===== config.mk =====
export PLATFORM = sky130hd
export DESIGN_NAME = secure_config_frame_loader
export DESIGN_NICKNAME = d
export VERILOG_FILES = /design/src/rtl/secure_config_frame_loader.sv
export SDC_FILE = /design/constraint.sdc
export NUM_CORES = 1
export LEC_CHECK = 0
export BUFFER_PORTS_ARGS = -buffer_cell sky130_fd_sc_hd__clkbuf_2
export CAP_MARGIN = 40
export CORE_AREA = 2 2 270 272
export DETAILED_ROUTE_END_ITERATION = 10
export DIE_AREA = 0 0 272 274
export PLACE_DENSITY_LB_ADDON = 0.25
export SLEW_MARGIN = 20
export SYNTH_ARGS = -nofsm -noshare
export SYNTH_HDL_FRONTEND = slang
export SYNTH_SLANG_ARGS = --single-unit
export TNS_END_PERCENT = 1

===== constraint.sdc =====
create_clock -name clk -period 3 [get_ports clk]
set_input_delay 0.15 -clock clk [delete_from_list [all_inputs] [get_ports clk]]
set_output_delay 0.15 -clock clk [all_outputs]
set_load 0.02 [all_outputs]

===== src/rtl/secure_config_frame_loader.sv =====
// rtl/secure_config_frame_loader.sv - Receives an encrypted config frame, drives the decryptor, commits on tag success.
module secure_config_frame_loader #(
    parameter int MAX_FAILS = 3,
    parameter int TIMEOUT   = 255
) (
    input  logic         clk,
    input  logic         rst_n,
    input  logic         s_valid,
    input  logic [31:0]  s_data,
    input  logic         s_last,
    output logic         s_ready,
    output logic         dec_start,
    output logic [127:0] dec_nonce,
    output logic [127:0] dec_cipher,
    output logic [127:0] dec_tag,
    input  logic [127:0] dec_plain,
    input  logic         dec_tag_valid,
    input  logic         dec_done,
    output logic [127:0] cfg_out,
    output logic         cfg_valid,
    output logic         cfg_update,
    output logic         auth_fail,
    output logic         frame_err,
    output logic [1:0]   fail_count,
    output logic         locked
);

    localparam int TW = $clog2(TIMEOUT + 1);

    typedef enum logic [1:0] {IDLE, RECV, WAIT, LOCKED} state_t;

    state_t        state;
    logic [3:0]    word_cnt;
    logic [TW-1:0] timer;
    logic [6:0]    bit_lo;
    logic [1:0]    fail_inc;

    // Word n lands MSW first within its 128-bit field: low bit = 32*(3 - n%4).
    assign bit_lo   = {~word_cnt[1:0], 5'b0};
    assign fail_inc = (fail_count == 2'(MAX_FAILS)) ? fail_count : fail_count + 2'd1;

    always_ff @(posedge clk or negedge rst_n) begin
        if (!rst_n) begin
            state      <= IDLE;
            word_cnt   <= 4'd0;
            timer      <= '0;
            s_ready    <= 1'b0;
            dec_start  <= 1'b0;
            dec_nonce  <= '0;
            dec_cipher <= '0;
            dec_tag    <= '0;
            cfg_out    <= '0;
            cfg_valid  <= 1'b0;
            cfg_update <= 1'b0;
            auth_fail  <= 1'b0;
            frame_err  <= 1'b0;
            fail_count <= 2'd0;
            locked     <= 1'b0;
        end else begin
            dec_start  <= 1'b0;
            cfg_update <= 1'b0;
            auth_fail  <= 1'b0;
            frame_err  <= 1'b0;
            case (state)
                IDLE, RECV: begin
                    s_ready <= 1'b1;
                    if (s_valid && s_ready) begin
                        case (word_cnt[3:2])
                            2'd0:    dec_nonce[bit_lo +: 32]  <= s_data;
                            2'd1:    dec_cipher[bit_lo +: 32] <= s_data;
                            default: dec_tag[bit_lo +: 32]    <= s_data;
                        endcase
                        if (s_last != (word_cnt == 4'd11)) begin
                            frame_err <= 1'b1;
                            word_cnt  <= 4'd0;
                            state     <= IDLE;
                        end else if (s_last) begin
                            dec_start <= 1'b1;
                            word_cnt  <= 4'd0;
                            timer     <= '0;
                            s_ready   <= 1'b0;
                            state     <= WAIT;
                        end else begin
                            word_cnt <= word_cnt + 4'd1;
                            state    <= RECV;
                        end
                    end
                end
                WAIT: begin
                    if (dec_done && dec_tag_valid) begin
                        cfg_out    <= dec_plain;
                        cfg_valid  <= 1'b1;
                        cfg_update <= 1'b1;
                        fail_count <= 2'd0;
                        s_ready    <= 1'b1;
                        state      <= IDLE;
                    end else if (dec_done || timer == TW'(TIMEOUT)) begin
                        auth_fail  <= 1'b1;
                        fail_count <= fail_inc;
                        if (fail_inc == 2'(MAX_FAILS)) begin
                            locked <= 1'b1;
                            state  <= LOCKED;
                        end else begin
                            s_ready <= 1'b1;
                            state   <= IDLE;
                        end
                    end else begin
                        timer <= timer + TW'(1);
                    end
                end
                default: begin
                    s_ready <= 1'b0;
                    locked  <= 1'b1;
                end
            endcase
        end
    end

endmodule

After elaboration in Yosys (flattened, before gate mapping)
Cells that the tools add are included.
Storage, ports and cells
  input port bits: 166
  word-level logic and storage cells: 104
  bits in registers: 535
  output and inout bits: 521
Cells by class
  shifts and indexed selects: 2
  reductions and logical operators: 19
  bitwise gates (word level): 3
  add/subtract/negate cells: 4
  eq/ne operators: 17
  mux-type cells: 44
Operators with widths (count)
  128-bit bitwise mux: 3
  32-bit by 9-bit variable shift with 128-bit output, first input constant: 1
  32-bit by 9-bit variable part select with 128-bit output: 1
  8-bit 2-to-1 mux: 5
  1-bit 2-to-1 mux: 21
  2-bit 2-to-1 mux: 9
  8-bit case mux with 2 select lines: 1
  2-bit inequality test, second input constant: 7
  3-bit AND reduction: 4
  7-bit negator with 9-bit output: 1
  8-bit by 1-bit adder with 8-bit output, second input constant: 1
  8-bit equality test, second input constant: 1
  4-bit 2-to-1 mux: 2
  2-bit AND reduction: 4
  2-bit equality test, second input constant: 3
  3-bit inequality test, second input constant: 2
  6-bit AND reduction: 1
  4-bit by 1-bit adder with 4-bit output, second input constant: 1
  2-bit by 1-bit equality test with 1-bit output, second input constant: 2
  4-bit equality test, second input constant: 1
  2-bit logical NOT: 2
  1-bit case mux with 2 select lines: 2
  2-bit case mux with 2 select lines: 1
  4-bit AND reduction: 1
  8 further kinds: 12

Logic depth before layout (Yosys ltp)
  depth after elaboration: 7
  depth in mapped cells: 8
  mapped depth without buffers: 8

Least setup slack after synthesis
OpenSTA, ideal clock, no wires.
  kind: flip-flop to flip-flop
  from: reg word_cnt[0]
  to: reg timer[4]
  data arrival time: 2067 ps
  period minus slack after synthesis: 2188 ps
  cell stages (with the launch flop): 8
  slack: 812 ps
  setup time: 122 ps
  path buffers: 1
  required time: 2878 ps
  path through: dfrtp_1 > ha_1 > nand2b_1 > or2_2 > ha_1 > or3_1 > clkbuf_1 > a32o_1
On the way
  longest elaborated chain between the ends: 4
Ends and longest elaborated chain
  from (decl): RTL line 33  | logic [3:0] word_cnt;
  from (signal assigned): RTL line 84  | word_cnt <= word_cnt + 4'd1;
  4-bit equality test: RTL line 73  | if (s_last != (word_cnt == 4'd11)) begin
  1-bit inequality test: RTL line 73
  2-bit inequality test (no line)
  6-bit AND reduction (no line)
  to (signal assigned): RTL line 108  | timer <= timer + TW'(1);
  to (decl): RTL line 34  | logic [TW-1:0] timer;
Every way passes these cells.
A chain may end at the register's enable or synchronous reset.

Worst setup path in the final report
  from: reg word_cnt[0]
  to: reg timer[2]
The elaborated chain is that of the path after synthesis.

==> out/results.ini <==
[status]
status=finished clean

[cells_and_area]
drive_gt1_frac=0.591
fillerInstances=6813
nets=2411
antenna_cells=0
areaGrowthSynthToFinish_pct=39.0
postLayoutCoreUtil=0.409

[clock_tree]
cts_buffers=59
cts_root_buf=clkbuf_16
clk_latency_ps=620
ctsHtreeMaxLevel=2
cts_max_path_buffers=3
clock_sinks=535
clk_pin_slew_worst_paths_ps=60
cts_tree=built

[logic_synthesis]
synth_edf_count=0
seq_area_frac_synth=0.632
synthFlopType=dfrtp_1
syn_area_sq_mm=0.0212
synth.distinct_cells=41
syn_avg_cell_area_sq_um=15.5
synthArstFlopShare=1.00
synth-seq-cells=535
synth.net_count=1537
synthCells=1363
ys_warn_count=0

[hold_path]
whs_path_depth=3
hold_class=in2reg
min_from=s_data[6]

[placement]
port-buffer-count=686
dp_hpwl_mm=53.5
routabilityCongestion=0.896

[timing]
tns_ps=0
finalHoldViolations=0
slew_violations=0
relSlewSlack=0.432
clock.fmax_mhz=396
finalCritPeriodShare=0.841
setup_viol=0
clock_skew_ps=25.7
fin_crit_ps=2520
hold_ws_ps=46.0
tightest_slew_ps=845
rsz0062_at_grt=no

[global_route]
grt_pass1_vias=15700
gr-total-overflow=0
antenna_found_initial=6
grtUsageTotal=0.190
grt_first_pass_wirelength_mm=106
grt_max_degree=93

[critical_path]
reg2reg_slack_ps=480
reg2regPathDepth=7
cp_max_fo=8
arrival_ps=3020
worstReg2RegEnd=timer[2]
worst_ep_required_time_ps=3490
crit_type=reg2reg
crit_path_end_kind=register
worstSetupEndpoint=timer[2]
r2r-start=word_cnt[0]
crit_start=word_cnt[0]
start_kind=register

[floorplan]
ios=687
die_h_um=274
core_area_sq_mm=0.0720
die-area_sq_mm=0.0745
die_x_um=272
start_util=0.294
row_count=99

[drt]
first_pass_iters=6
antenna_left=0
drtIter0Drc=591
via_per_inst=4.51
vias=14700
finalWirelength_mm=72.6
wl_per_cell_um=22.4
remaining_drc_errors=0

[run]
maxCapViolCount=0

[power_and_ir_drop]
power.density_mw_per_mm2=595
power_w=0.0175
p_leak_nw=16.1
vdd_drop_max_mv=0.439

## timing repair
item                                   4_1_cts  5_1_grt
endpoints found under the hold margin      249        0
setup buffers                                0        0
gates resized for setup                      0        0
hold buffers                               143        0
## sequential cells by signal, indices dropped and copies added, names as in the netlist
name        cells
cfg_out       128
dec_cipher    128
dec_nonce     128
dec_tag       128
timer           8
word_cnt        4
fail_count      2
state           2
auth_fail       1
cfg_update      1
cfg_valid       1
dec_start       1
frame_err       1
locked          1
s_ready         1
## through the flow
step,instances,setup WS (ps),cell area (sq um)
finish,3245,478,29400
global route,3245,360,29400
CTS,3245,509,29400
detailed placement,2992,511,26000
global placement,2992,552,26000
floorplan,1363,812,21200
## cells in the mapped netlist (all sizes together) (2+ instances only)
master  instances  area, sq um
mux2i           2         20.0
mux2          513         5780
nor3b           3         22.5
ha              8          100
o21ai          10         50.1
nand3          14          100
and2          131          820
buf            55          404
a22oi           2         15.0
nand2          21         78.8
o22ai           2         12.5
nand2b          3         18.8
dfrtp         535        13400
a21oi           8         40.0
nor4            2         27.5
nor2            5         18.8
o31ai           4         30.0
clkbuf         13         48.8
nor3            5         25.0
inv            12         45.0
## cells by family (layout without fill, tap and decap cells)
kind of cell               count (synthesis)  in the layout  share of synthesized area
and+or+nand+nor                          192            192                     0.0560
adders and majority gates                  8              8                    0.00473
AOI/OAI and AO/OA                         32             32                    0.00951
muxes                                    515            515                      0.274
xor gates and xnor gates                   1              1                   0.000414
DFF                                      535            535                      0.632
buffers and inverters                     80           1003                     0.0235
## final cells by class
class | count | area [sq um] | area share
Timing Repair Buffer | 881 | 5400 | 0.184
Clock inverter | 19 | 218 | 0.00740
Tap cell | 959 | 1200 | 0.0408
Sequential cell | 535 | 13400 | 0.455
Clock buffer | 91 | 1830 | 0.0621
Multi-Input combinational cell | 748 | 7350 | 0.250
Inverter | 12 | 45.0 | 0.00153
## cells in the final DEF (no fill, tap or decap), types with 12 or more instances in the layout
cell type,instances
buf_4,41
nand2_1,13
mux2_1,20
dlygate4sd3_1,143
dfrtp_1,535
and2_1,131
clkbuf_8,19
mux2_2,493
inv_1,12
clkbuf_2,685
clkbuf_16,61
## worst min path at each step
stage,slack [ps],to
floorplan,-150,auth_fail
global placement,210,cfg_out[98]
detailed placement,220,cfg_out[98]
CTS,5,dec_cipher[6]
global route,30,dec_tag[38]
finish,50,dec_cipher[6]
## per-layer routing
layer / wire length (um) / share of wire / global-route usage
met4: 2110 / 0.029 / 0.0596
met5: 39 / 0.00054 / 0
met3: 3730 / 0.051 / 0.0398
met2: 35700 / 0.49 / 0.319
met1: 31000 / 0.43 / 0.246
## report_power, final
group	total, W	internal, W	switching [W]
registers	0.00779	0.00759	0.000206
logic	0.00221	0.000858	0.00135
clock network	0.00752	0.00452	0.00300
total	0.0175	0.0130	0.00455
## critical path: stages (launching register included)
cell and delay (ps):
dfrtp_1 510, ha_1 380, nand2b_1 110, or2_2 300, ha_1 320, or3_1 470, a22oi_1 210, mux2i_1 100
Power figures use the tool's default switching activity.
